**config.mk**
```make
export PLATFORM = sky130hd
export DESIGN_NAME = riscv_test_ctrl
export DESIGN_NICKNAME = d
export VERILOG_FILES = /design/src/rtl/riscv_test_ctrl.sv
export SDC_FILE = /design/constraint.sdc
export NUM_CORES = 1
export LEC_CHECK = 0
export BUFFER_PORTS_ARGS = -buffer_cell sky130_fd_sc_hd__clkbuf_2
export CORE_ASPECT_RATIO = 0.7
export CORE_UTILIZATION = 45
export DETAILED_ROUTE_END_ITERATION = 10
export GPL_ROUTABILITY_DRIVEN = 0
export MAX_ROUTING_LAYER = met4
export PLACE_DENSITY = 0.78
export SYNTH_ARGS = -nofsm -noshare
export SYNTH_HDL_FRONTEND = slang
export SYNTH_SLANG_ARGS = --single-unit
export TNS_END_PERCENT = 50
```
**constraint.sdc**
```tcl
create_clock -name clk -period 5.1 [get_ports clk]
set_input_delay 0.255 -clock clk [delete_from_list [all_inputs] [get_ports clk]]
set_output_delay 0.255 -clock clk [all_outputs]
set_load 0.02 [all_outputs]
```
**src/rtl/riscv_test_ctrl.sv**
```systemverilog
`default_nettype none
// +----------------------------------------------------------------------------+
// | riscv_test_ctrl: runs one core test (reset hold, run, tohost/timeout end)  |
// | Rev 1.0                                                                    |
// +----------------------------------------------------------------------------+
module riscv_test_ctrl #(
  parameter int              XLEN           = 32,
  parameter int              RST_CYCLES     = 4,
  parameter int              TIMEOUT_CYCLES = 1000,
  parameter logic [XLEN-1:0] TOHOST_ADDR    = XLEN'(32'h8000_1000),
  parameter int              CNT_W          = 32
) (
  input  logic             clk,
  input  logic             rstb,
  input  logic             start,
  input  logic             dmem_we,
  input  logic [XLEN-1:0]  dmem_addr,
  input  logic [XLEN-1:0]  dmem_wdata,
  output logic             core_rstb,
  output logic             busy,
  output logic             done,
  output logic             pass,
  output logic             timeout,
  output logic [XLEN-1:0]  exit_code,
  output logic [CNT_W-1:0] cycles
);

  localparam int                c_hold_w    = (RST_CYCLES > 1) ? $clog2(RST_CYCLES) : 1;
  localparam logic [c_hold_w-1:0] c_hold_last = c_hold_w'(RST_CYCLES - 1);
  localparam logic [CNT_W-1:0]  c_timeout   = CNT_W'(TIMEOUT_CYCLES);

  typedef enum logic [1:0] {
    S_IDLE = 2'd0,
    S_HOLD = 2'd1,
    S_RUN  = 2'd2,
    S_END  = 2'd3
  } state_t;

  state_t              r_state;
  logic [c_hold_w-1:0] r_hold_cnt;
  logic [CNT_W-1:0]    w_cycles_nxt;
  logic                w_hit;

  // Counter saturates so a stuck run never wraps back below the timeout.
  assign w_cycles_nxt = (&cycles) ? cycles : cycles + 1'b1;
  assign w_hit        = dmem_we && (dmem_addr == TOHOST_ADDR) && (dmem_wdata != '0);

  always_ff @(posedge clk or negedge rstb) begin
    if (!rstb) begin
      r_state    <= S_IDLE;
      r_hold_cnt <= '0;
      core_rstb  <= 1'b0;
      busy       <= 1'b0;
      done       <= 1'b0;
      pass       <= 1'b0;
      timeout    <= 1'b0;
      exit_code  <= '0;
      cycles     <= '0;
    end else begin
      case (r_state)
        S_IDLE, S_END: begin
          if (start) begin
            r_state    <= S_HOLD;
            r_hold_cnt <= '0;
            core_rstb  <= 1'b0;
            busy       <= 1'b1;
            done       <= 1'b0;
            pass       <= 1'b0;
            timeout    <= 1'b0;
            exit_code  <= '0;
            cycles     <= '0;
          end
        end
        S_HOLD: begin
          if (r_hold_cnt == c_hold_last) begin
            r_state   <= S_RUN;
            core_rstb <= 1'b1;
          end else begin
            r_hold_cnt <= r_hold_cnt + 1'b1;
          end
        end
        S_RUN: begin
          cycles <= w_cycles_nxt;
          // A tohost hit takes priority over a timeout on the same edge.
          if (w_hit) begin
            r_state   <= S_END;
            core_rstb <= 1'b0;
            busy      <= 1'b0;
            done      <= 1'b1;
            pass      <= (dmem_wdata == XLEN'(1));
            timeout   <= 1'b0;
            exit_code <= dmem_wdata >> 1;
          end else if (w_cycles_nxt == c_timeout) begin
            r_state   <= S_END;
            core_rstb <= 1'b0;
            busy      <= 1'b0;
            done      <= 1'b1;
            pass      <= 1'b0;
            timeout   <= 1'b1;
            exit_code <= '0;
          end
        end
        default: r_state <= S_IDLE;
      endcase
    end
  end

endmodule
`default_nettype wire

```
# Word level (Yosys, flattened, before mapping)
# Index checks and enable logic that the tools add are counted.
# W data, S select, Z words.
[totals]
input_bits = 68
ff_bits = 73
out_inout_bits = 69
elab_cells = 62
[op_classes]
addsub = 2
muxes = 28
n_eq_ne = 11
n_reduce_logical = 12
[op_table]
columns = ["operator", "count"]
rows = [
  ["$mux W32", 4],
  ["$pmux W32 S2", 2],
  ["$add A32 B1 Y32 const B", 1],
  ["$eq A32 B1 Y1 const B", 1],
  ["$eq A32 B10 Y1 const B", 1],
  ["$eq A32 B32 Y1 const B", 1],
  ["$reduce_and A32 Y1", 1],
  ["$reduce_bool A32 Y1", 1],
  ["$mux W2", 6],
  ["$mux W1", 9],
  ["$reduce_and A3 Y1", 3],
  ["$pmux W1 S2", 4],
  ["$eq A2 B2 Y1 const B", 3],
  ["$ne A2 B2 Y1 const B", 3],
  ["$pmux W2 S3", 1],
  ["$pmux W2 S2", 1],
  ["$reduce_bool A2 Y1", 2],
  ["$ne A3 B3 Y1 const B", 1],
  ["$pmux W1 S3", 1],
  ["$add A2 B1 Y2 const B", 1],
  ["$eq A2 B1 Y1 const B", 1],
  ["$logic_and A1 B1 Y1", 2],
  ["$logic_not A2 Y1", 1],
  ["$reduce_and A2 Y1", 1],
  ["$reduce_or A2 Y1", 1],
]

# Longest topological paths before layout
# Gate-level depths: netlist (run 1).
[logic_depth]
ltp_word = 6
depth_mapped = 14
depth_no_buf = 10

# Least setup slack after synthesis (run 1)
# No wires, ideal clock.
[synth_timing]
path_kind = "flip-flop to flip-flop"
start = "register cycles[0]"
end = "register exit_code[0]"
stages_incl_launch_ff = 14
path_slack_ps = 1769
setup_ps = 121
synth_period_minus_slack_ps = 3331
t_arrival_ps = 3210
required_time_ps = 4979
path_buffers = 3
cell_sequence = "dfrtp_1 ha_1 and3_1 clkbuf_1 nand2_1 nor4_4 a31oi_1 a2111o_1 nor4_2 nand3_1 nor2b_1 buf_6 buf_6 a22o_1"
[synth_via]
elab_chain_cells = 5
word_cells_on_any_way = 6
classes_between = "1 x add/sub; 2 x eq/ne; 1 x mux; 2 x reduce/logical"
[synth_rtl]
columns = ["element", "line_no", "source"]
rows = [
  ["start: declaration", "25", "output logic [CNT_W-1:0] cycles"],
  ["start signal: assignment", "83", "cycles <= w_cycles_nxt;"],
  ["$add A32 B1 Y32 or $reduce_and A32 Y1 (tied branches)", "45", "assign w_cycles_nxt = (&cycles) ? cycles : cycles + 1'b1;"],
  ["$mux W32 (*)", "45", ""],
  ["$eq A32 B10 Y1 (*)", "93", "end else if (w_cycles_nxt == c_timeout) begin"],
  ["$ne A3 B3 Y1 (no line) (*)", "-", ""],
  ["$reduce_and A3 Y1 (no line) (*)", "-", ""],
  ["end signal: assignment", "92", "exit_code <= dmem_wdata >> 1;"],
  ["end: declaration", "24", "output logic [XLEN-1:0] exit_code,"],
]
# Every way passes the cells marked *; elsewhere a longest branch is shown, timed or not.
# A chain may end at the register's enable or synchronous reset.

# Worst setup path in the final report (run 1)
# Same ends and word-level chain as after synthesis.

==> flow_metrics.py, run 1 <==
metrics = {
    "power_and_ir_drop": {
        "p_sw_uw": 700.3,
        "p_leak_nw": 2.406,
        "internal-power_mw": 1.151,
        "p_clk_frac": 0.323,
        "power_density_nw_per_um2": 356.1,
        "peakVddDrop_mv": 0.2254,
        "p_comb_frac": 0.332,
        "p_sw_frac": 0.3783,
        "seq_power_share": 0.345,
    },
    "logic_synthesis": {
        "synth-seq-cells": 72,
        "synth_cells": 460,
        "syn_avg_cell_area_sq_um": 9.117,
        "ys_warn_count": 0,
        "syn-num-nets": 533,
        "synth_ff_type": "dfrtp_1",
        "synth-seq-area-share": 0.4296,
        "netlist_area_sq_um": 4194,
        "async_flop_share": 1.000,
        "synth_edf_count": 0,
        "synth_cell_types": 60,
    },
    "clock_tree": {
        "cts_num_sinks": 72,
        "post_cts_buffers": 0,
        "cts_max_path_buffers": 2,
        "clock_latency_ns": 0.34,
        "cts_made_buffers": 9,
        "clk_pin_slew_worst_paths_ns": 0.06,
        "htreeDepth": 3,
        "cts_resized": 0,
        "cts_tree": "built",
        "cts_root_buf": "clkbuf_16",
        "ctsHoldBuffers": 0,
    },
    "floorplanning": {
        "start_util": 0.4623,
        "coreArea_sq_um": 9071,
        "fp.dieH_um": 82.77,
        "rows": 29,
        "dieArea_sq_um": 9716,
        "io_pins": 137,
        "chipWidth_um": 117.4,
    },
    "timing": {
        "fin_crit_sh": 0.7933,
        "period_needed_ns": 4.046,
        "rsz0062_at_grt": "false",
        "clock_skew_ns": 0.009129,
        "hold_viol": 0,
        "drv_slew": 0,
        "timing.fmax_mhz": 247.2,
        "setup-tns-final_ns": 0,
        "worst_pin_slew_ns": 0.8977,
        "relSlewSlack": 0.4015,
        "setup_viol": 0,
    },
    "worst_setup_path": {
        "cp_num_buf_inv": 1,
        "crit_path_top_delay_cell": "nor4_4",
        "slowest_delay_ns": 0.82,
        "crit_path_start_kind": "flop",
        "worstPathRequired_ns": 5.32,
        "crit_path_end_kind": "flop",
        "path_max_fanout": 34,
        "path_cells": "ha_1 -> and3_1 -> nand2_1 -> nor4_4 -> a31oi_1 -> a2111o_1 -> nor4_2 -> nand3_1 -> nor2b_2 -> buf_4 -> a22o_1",
        "critPathKind": "flop to flop",
        "cp.arrival_ns": 4.26,
        "cp_top_family": "simple AND/OR/NAND/NOR gates",
    },
    "grt": {
        "grt_overflow": 0,
        "grt_busiest_layer": "met1",
        "met1_usage": 0.3887,
        "grt_max_degree": 73,
        "grt_pass1_wl_mm": 19.77,
        "track_usage": 0.2685,
        "grt.met3_usage": 0.06899,
        "met2_usage": 0.3675,
        "antenna_found_initial": 0,
        "grt_pass1_vias": 3759,
    },
    "cells_and_area": {
        "antenna_cells": 0,
        "layout.nets": 655,
        "drive_gt1_frac": 0.2879,
        "fill_cells": 816,
        "synthToLayoutAreaGrowth_pct": 23.96,
        "stdcell_count": 711,
    },
    "hold_path": {
        "hold_class": "primary input to asynchronous set/reset pin",
    },
    "route": {
        "drt_iter0_markers": 514,
        "first_pass_iters": 7,
        "wl_per_cell_um": 18.01,
        "ant_nets": 0,
        "route.detailed.drc": 0,
        "wirelength_mm": 12.81,
        "viasPerCell": 6.153,
        "vias": 4375,
    },
    "placement": {
        "port_buffers": 135,
        "dp.cells": 695,
        "dp_hpwl_mm": 9.325,
    },
    "job": {
        "cap_violations": 0,
    },
    "run_status": {
        "status": "completed",
    },
}
-- logic make-up (layout without fill, tap and decap cells) --
| family | Yosys count | in the layout | synth area share |
|---|---|---|---|
| muxes | 6 | 6 | 0.01492 |
| buffers and inverters | 35 | 162 | 0.04176 |
| DFF | 72 | 72 | 0.4296 |
| and+or+nand+nor | 181 | 181 | 0.2336 |
| xor gates and xnor gates | 5 | 5 | 0.01044 |
| adders and majority gates | 5 | 5 | 0.01492 |
| AOI/OAI and AO/OA | 155 | 155 | 0.2539 |
| other | 1 | 1 | 0.0008941 |
-- final timing paths --
check	slack, ns	end	startpoint	cells past startpoint
setup / recovery	1.05	exit_code[0]	cycles[0]	11
hold / removal	0.12	exit_code[12]	rstb	2
setup reg to reg	1.05	exit_code[0]	cycles[0]	11
hold reg to reg	0.50	pass	pass	1
max in group asynchronous	4.39	cycles[1]	rstb	2
min in group clk	0.15	exit_code[14]	dmem_wdata[15]	2
-- synthesized netlist by cell type, drive strengths merged (13+ instances only) --
| cell | count | share of area |
|---|---|---|
| o21ai | 45 | 0.054 |
| nor2 | 22 | 0.020 |
| nor3 | 16 | 0.019 |
| a31oi | 13 | 0.019 |
| a22o | 35 | 0.073 |
| dfrtp | 72 | 0.43 |
| nand4 | 16 | 0.027 |
| clkbuf | 19 | 0.017 |
| nand3 | 19 | 0.023 |
| nor4 | 23 | 0.042 |
| nand2 | 49 | 0.044 |
| a21oi | 16 | 0.019 |
-- final cells by class --
cell class | instances | area (sq um) | share of cell area
Multi-Input combinational cell | 353 | 2222 | 0.4274
Clock inverter | 4 | 27.53 | 0.005295
Timing Repair Buffer | 140 | 713.2 | 0.1372
Tap cell | 124 | 155.1 | 0.02984
Inverter | 6 | 22.52 | 0.004332
Clock buffer | 12 | 256.5 | 0.04934
Sequential cell | 72 | 1802 | 0.3466
-- sequential cells by signal, indices dropped and copies added, names as in the netlist --
| signal | flops |
|---|---|
| r_hold_cnt | 2 |
| cycles | 32 |
| exit_code | 31 |
| r_state | 2 |
| busy | 1 |
| pass | 1 |
| core_rstb | 1 |
| done | 1 |
| timeout | 1 |
-- layout by cell type (no fill, tap or decap), drive strengths merged, types with 5 or more instances in the layout --
cell type    n
nand4       16
o21ai       45
and3         8
nor4        23
dfrtp       72
clkbuf     146
nand2       49
a31oi       13
and2         6
nand3       19
nor2        22
buf          6
ha           5
nor3        16
a21oi       16
o31ai       11
nand2b       7
inv          7
a22o        35
-- metal layers --
| metal | share of wire | vias up | routed length [um] |
|---|---|---|---|
| met5 | 0 | - | 0 |
| met2 | 0.44 | 245 | 5641 |
| met1 | 0.44 | 2071 | 5688 |
| met3 | 0.10 | 30 | 1287 |
| li1 | - | 2029 | - |
| met4 | 0.015 | 0 | 191 |
-- power groups by stage --
stage / registers [mW] / clock network (mW) / logic, mW
2_1_floorplan: 0.663 / 0 / 0.434
3_3_place_gp: 0.645 / 0 / 0.592
3_5_place_dp: 0.648 / 0 / 0.602
4_1_cts: 0.638 / 0.608 / 0.606
5_1_grt: 0.644 / 0.629 / 0.684
6_report: 0.639 / 0.597 / 0.615
-- through the flow --
step | util | total power [mW] | hold WS [ns] | area [sq um] | setup WS (ns)
finish | 0.5731 | 1.851 | 0.1223 | 5199 | 1.054
global route | 0.5731 | 1.957 | 0.1459 | 5199 | 0.8558
CTS | 0.5731 | 1.852 | 0.1434 | 5199 | 1.163
detailed placement | 0.5418 | 1.249 | 0.4849 | 4915 | 1.182
global placement | 0.5418 | 1.236 | 0.4602 | 4915 | 1.333
floorplan | - | 1.097 | -0.04059 | 4194 | 1.769
Power figures use the tool's default switching activity.
==> run 2: changes to the inputs <==
Settings changed: ABC_AREA from default to 1.
Clock period 5.1 ns to 4 ns, I/O delays scaled along.
==> flow_metrics.py, run 2 <==
metrics = {
    "clock_tree": {
        "htreeDepth": 3,
        "clock_latency_ns": 0.34,
        "clk_pin_slew_worst_paths_ns": 0.06,
        "cts_tree": "built",
        "cts_made_buffers": 9,
        "cts_num_sinks": 72,
        "cts_max_path_buffers": 2,
        "cts_root_buf": "clkbuf_16",
        "cts_resized": 0,
        "post_cts_buffers": 0,
        "ctsHoldBuffers": 0,
    },
    "timing": {
        "worst_pin_slew_ns": 1.061,
        "fin_crit_sh": 0.8548,
        "period_needed_ns": 3.419,
        "clock_skew_ns": 0.009845,
        "relSlewSlack": 0.2924,
        "setup-tns-final_ns": 0,
        "setup_viol": 0,
        "rsz0062_at_grt": "false",
        "hold_viol": 0,
        "drv_slew": 0,
        "timing.fmax_mhz": 292.5,
    },
    "cells_and_area": {
        "layout_commonest_cell": "nand2_1",
        "drive_gt1_frac": 0.2650,
        "top_register": "cycles",
        "synthToLayoutAreaGrowth_pct": 23.78,
        "layout.nets": 819,
        "reg_top3": "cycles: 32 flops, exit_code: 31 flops",
        "largest_reg_flops": 32,
        "antenna_cells": 0,
        "layout_common_cells": "nand2_1, clkbuf_2, nor2_1",
    },
    "worst_setup_path": {
        "cp.arrival_ns": 3.61,
        "worstPathRequired_ns": 4.19,
        "r2r_slack_ns": 0.58,
        "r2r_cells": 16,
        "r2r_end": "exit_code[29]",
        "path_max_fanout": 33,
        "startpoint": "cycles[0]",
        "crit_path_end_kind": "flop",
        "endpoint": "exit_code[29]",
        "critPathKind": "flop to flop",
        "crit-reg2reg-launch": "cycles[0]",
        "crit_path_start_kind": "flop",
    },
    "logic_synthesis": {
        "synthMuxAreaShare": 0,
        "synth-seq-area-share": 0.4067,
        "synthAdderAreaFrac": 0.01412,
        "synth_cell_types": 34,
        "synth.top_cell.area_share": 0.4067,
        "yosysTopAreaCell": "dfrtp_1",
        "synth_xor_xnor_area_share": 0.01779,
        "synth_cells": 616,
        "ys_warn_count": 0,
        "synth_ff_type": "dfrtp_1",
        "synth_top_family_by_area": "simple AND/OR/NAND/NOR gates",
        "syn-num-nets": 689,
        "synthTopCellsByArea": "dfrtp_1, nand2_1, nor2_1",
        "syn_avg_cell_area_sq_um": 7.192,
        "synth-simple-area-share": 0.3575,
        "synth_edf_count": 0,
        "async_flop_share": 1.000,
        "synth-seq-cells": 72,
        "synthTopCellsByCount": "nand2_1, nor2_1, dfrtp_1, inv_1, o21ai_0",
        "synth_compound_area_frac": 0.1240,
        "synth_most_common_cell": "nand2_1",
        "netlist_area_sq_um": 4430,
    },
    "route": {
        "route.detailed.drc": 0,
        "viasPerCell": 5.398,
        "vias": 4723,
        "drt_iter0_markers": 430,
        "wirelength_mm": 13.34,
        "ant_nets": 0,
        "first_pass_iters": 7,
        "wl_per_cell_um": 15.24,
    },
    "floorplanning": {
        "rows": 29,
        "io_pins": 137,
        "fp.dieH_um": 85.02,
        "coreArea_sq_um": 9289,
        "chipWidth_um": 120.6,
        "start_util": 0.4770,
        "dieArea_sq_um": 10250,
    },
    "run_status": {
        "status": "completed",
    },
    "power_and_ir_drop": {
        "p_total_mw": 2.500,
        "power_density_nw_per_um2": 455.9,
        "p_leak_nw": 2.649,
        "peakVddDrop_mv": 0.3281,
    },
    "hold_path": {
        "hold_class": "primary input to asynchronous set/reset pin",
    },
    "grt": {
        "grt_overflow": 0,
        "met2_usage": 0.4044,
        "grt_busiest_layer": "met2",
        "grt_pass1_wl_mm": 21.36,
        "grt_max_degree": 48,
        "track_usage": 0.2764,
        "grt.met3_usage": 0.07863,
        "grt_pass1_vias": 4306,
        "met1_usage": 0.3763,
        "antenna_found_initial": 0,
    },
    "placement": {
        "port_buffers": 135,
        "dp_hpwl_mm": 10.22,
    },
    "job": {
        "cap_violations": 0,
    },
}
run 2: routing by layer:
| metal | vias to the layer above | share of wire |
|---|---|---|
| li1 | 2243 | - |
| met1 | 2193 | 0.43 |
| met2 | 258 | 0.44 |
| met3 | 29 | 0.11 |
| met4 | 0 | 0.018 |
| met5 | - | 0 |
run 2: worst min path at each step:
stage / cells after the start / endpoint / from
after floorplan: 0 / busy / rstb
after global placement: 1 / cycles[9] / rstb
after detailed placement: 1 / cycles[9] / rstb
after CTS: 1 / cycles[9] / rstb
after global routing: 3 / exit_code[2] / dmem_wdata[3]
final: 1 / cycles[21] / rstb
run 2: report_power, final:
group,leakage (nW),switching [mW],internal (mW),total [mW]
logic,1.51,0.610,0.202,0.811
registers,0.993,0.0481,0.779,0.827
clock network,0.149,0.313,0.549,0.862
run 2: layout make-up:
type / count / area [sq um]
timing repair buffer: 139 / 705.7
fill: 872 / 3805
clock inverter: 6 / 92.59
sequential: 72 / 1802
inverter: 58 / 217.7
tap: 124 / 155.1
multi-input combinational: 466 / 2282
clock buffer: 10 / 229.0
run 2: logic make-up (layout without fill, tap and decap cells):
family	after synthesis	after routing
buffers and inverters	78	213
AOI/OAI and AO/OA	85	85
adders and majority gates	5	5
and+or+nand+nor	366	366
DFF	72	72
other	1	1
xor gates and xnor gates	9	9
run 2: critical path: stages (launching register included):
cell and delay, ns:
dfrtp_1 0.48, ha_1 0.39, inv_1 0.12, nor2_4 0.21
nand2_4 0.10, nor2_8 0.19, nand2_4 0.21, inv_1 0.38
nor2_1 0.13, nand3_1 0.10, nor2_1 0.07, nand2_1 0.06
nor2_1 0.04, nand2_1 0.10, nand2_4 0.10, nand2_4 0.41
o21ai_0 0.16
run 2: stage by stage:
step	instances	utilization	hold slack (ns)	instance area, sq um	setup WS (ns)
final	875	0.5904	0.05795	5484	0.5809
after global routing	875	0.5904	0.1201	5484	0.3182
after CTS	875	0.5904	0.07981	5484	0.6183
after detailed placement	859	0.5558	0.4385	5162	0.6735
after global placement	859	0.5558	0.4311	5162	0.9069
after floorplan	616	-	-0.09559	4431	1.418
==> run 3: changes to the inputs <==
Settings changed: MAX_ROUTING_LAYER met4 to default.
==> flow_metrics.py, run 3 (synthesized netlist as in run 2, its figures left out) <==
metrics = {
    "cells_and_area": {
        "layout_common_cells": "nand2_1, clkbuf_2, nor2_1",
        "multi_input_area_sq_um": 2282,
        "layout.nets": 819,
        "fin_util": 0.5904,
        "synthToLayoutAreaGrowth_pct": 23.78,
        "antenna_cells": 0,
        "largest_reg_flops": 32,
        "top_register": "cycles",
        "stdcell_count": 875,
        "layout_commonest_cell": "nand2_1",
        "reg_top3": "cycles: 32 flops, exit_code: 31 flops",
        "register_area_sq_um": 1802,
        "fill_cells": 872,
        "drive_gt1_frac": 0.2650,
    },
    "clock_tree": {
        "clk_pin_slew_worst_paths_ns": 0.06,
        "ctsHoldBuffers": 0,
        "cts_tree": "built",
        "cts_resized": 0,
        "cts_max_path_buffers": 2,
        "cts_made_buffers": 9,
        "clock_latency_ns": 0.33,
        "htreeDepth": 3,
        "post_cts_buffers": 0,
        "cts_root_buf": "clkbuf_16",
        "cts_num_sinks": 72,
    },
    "grt": {
        "antenna_found_initial": 0,
        "met2_usage": 0.4060,
        "track_usage": 0.2683,
        "grt_busiest_layer": "met2",
        "grt_pass1_wl_mm": 21.38,
        "grt.met3_usage": 0.07863,
        "grt_overflow": 0,
        "grt_pass1_vias": 4319,
        "met1_usage": 0.3738,
        "grt_max_degree": 48,
    },
    "run_status": {
        "status": "completed",
    },
    "route": {
        "wirelength_mm": 13.33,
        "drt_iter0_markers": 387,
        "ant_nets": 0,
        "route.detailed.drc": 0,
        "first_pass_iters": 6,
        "viasPerCell": 5.394,
        "vias": 4720,
        "wl_per_cell_um": 15.23,
    },
    "worst_setup_path": {
        "crit_path_end_kind": "flop",
        "cp_num_buf_inv": 2,
        "critPathKind": "flop to flop",
        "cp_top_family": "simple AND/OR/NAND/NOR gates",
        "r2r_slack_ns": 0.56,
        "path_max_fanout": 33,
        "path_common_cell": "nand2_4",
        "slowest_delay_ns": 0.48,
        "cp.arrival_ns": 3.63,
        "crit_path_top_delay_cell": "dfrtp_1",
        "crit-reg2reg-launch": "cycles[0]",
        "r2r_cells": 16,
        "r2r_end": "exit_code[29]",
        "crit_path_start_kind": "flop",
        "path_cells": "ha_1 -> inv_1 -> nor2_4 -> nand2_4 -> nor2_8 -> nand2_4 -> inv_1 -> nor2_1 -> nand3_1 -> nor2_1 -> nand2_1 -> nor2_1 -> nand2_1 -> nand2_4 -> nand2_4 -> o21ai_0",
        "worstPathRequired_ns": 4.19,
    },
    "timing": {
        "hold-worst-slack_ns": 0.05880,
        "drv_slew": 0,
        "fin_crit_sh": 0.8600,
        "setup_viol": 0,
        "clock_skew_ns": 0.009483,
        "rsz0062_at_grt": "false",
        "setup-tns-final_ns": 0,
        "period_needed_ns": 3.440,
        "hold_viol": 0,
        "worst_pin_slew_ns": 1.065,
        "timing.fmax_mhz": 290.7,
        "relSlewSlack": 0.2900,
    },
    "floorplanning": {
        "dieArea_sq_um": 10250,
        "coreArea_sq_um": 9289,
        "start_util": 0.4770,
        "chipWidth_um": 120.6,
        "io_pins": 137,
        "fp.dieH_um": 85.02,
        "rows": 29,
    },
    "placement": {
        "port_buffers": 135,
        "dp.cells": 859,
        "dp_hpwl_mm": 10.22,
    },
    "job": {
        "cap_violations": 0,
    },
    "hold_path": {
        "hold_class": "primary input to asynchronous set/reset pin",
    },
    "power_and_ir_drop": {
        "power_density_nw_per_um2": 455.9,
        "peakVddDrop_mv": 0.3291,
        "p_total_mw": 2.500,
        "p_leak_nw": 2.649,
    },
}
==> run 3: cell counts in the layout (fill, tap and decap cells not counted) <==
Identical to the previous run, type by type.
==> run 3: area by class of cell <==
cell class / instances / share of cell area
Clock buffer: 10 / 0.04175
Sequential cell: 72 / 0.3285
Multi-Input combinational cell: 466 / 0.4162
Timing Repair Buffer: 139 / 0.1287
Tap cell: 124 / 0.02829
Inverter: 58 / 0.03970
Clock inverter: 6 / 0.01688
==> run 3: worst max path at each step <==
stage,startpoint,to,depth (start not counted)
finish,cycles[0],exit_code[29],16
global route,cycles[0],exit_code[29],16
CTS,cycles[0],exit_code[29],16
detailed placement,cycles[0],exit_code[27],16
global placement,cycles[0],exit_code[29],16
floorplan,cycles[0],exit_code[20],19
==> run 3: where the power goes <==
group          leakage, nW  switching, mW  internal [mW]
clock                0.149          0.312          0.549
combinational         1.51          0.611          0.202
sequential           0.993         0.0476          0.779
==> run 3: per-layer routing <==
layer  up-vias  wire, um
met5         -         0
met3        37      1474
li1       2250         -
met2       273      5847
met1      2160      5704
met4         0       298
==> run 3: metrics by stage <==
stage,area (sq um),setup WS [ns]
2_1_floorplan,4431,1.418
6_report,5484,0.5601
5_1_grt,5484,0.3358
3_3_place_gp,5162,0.9069
3_5_place_dp,5162,0.6735
4_1_cts,5484,0.6183
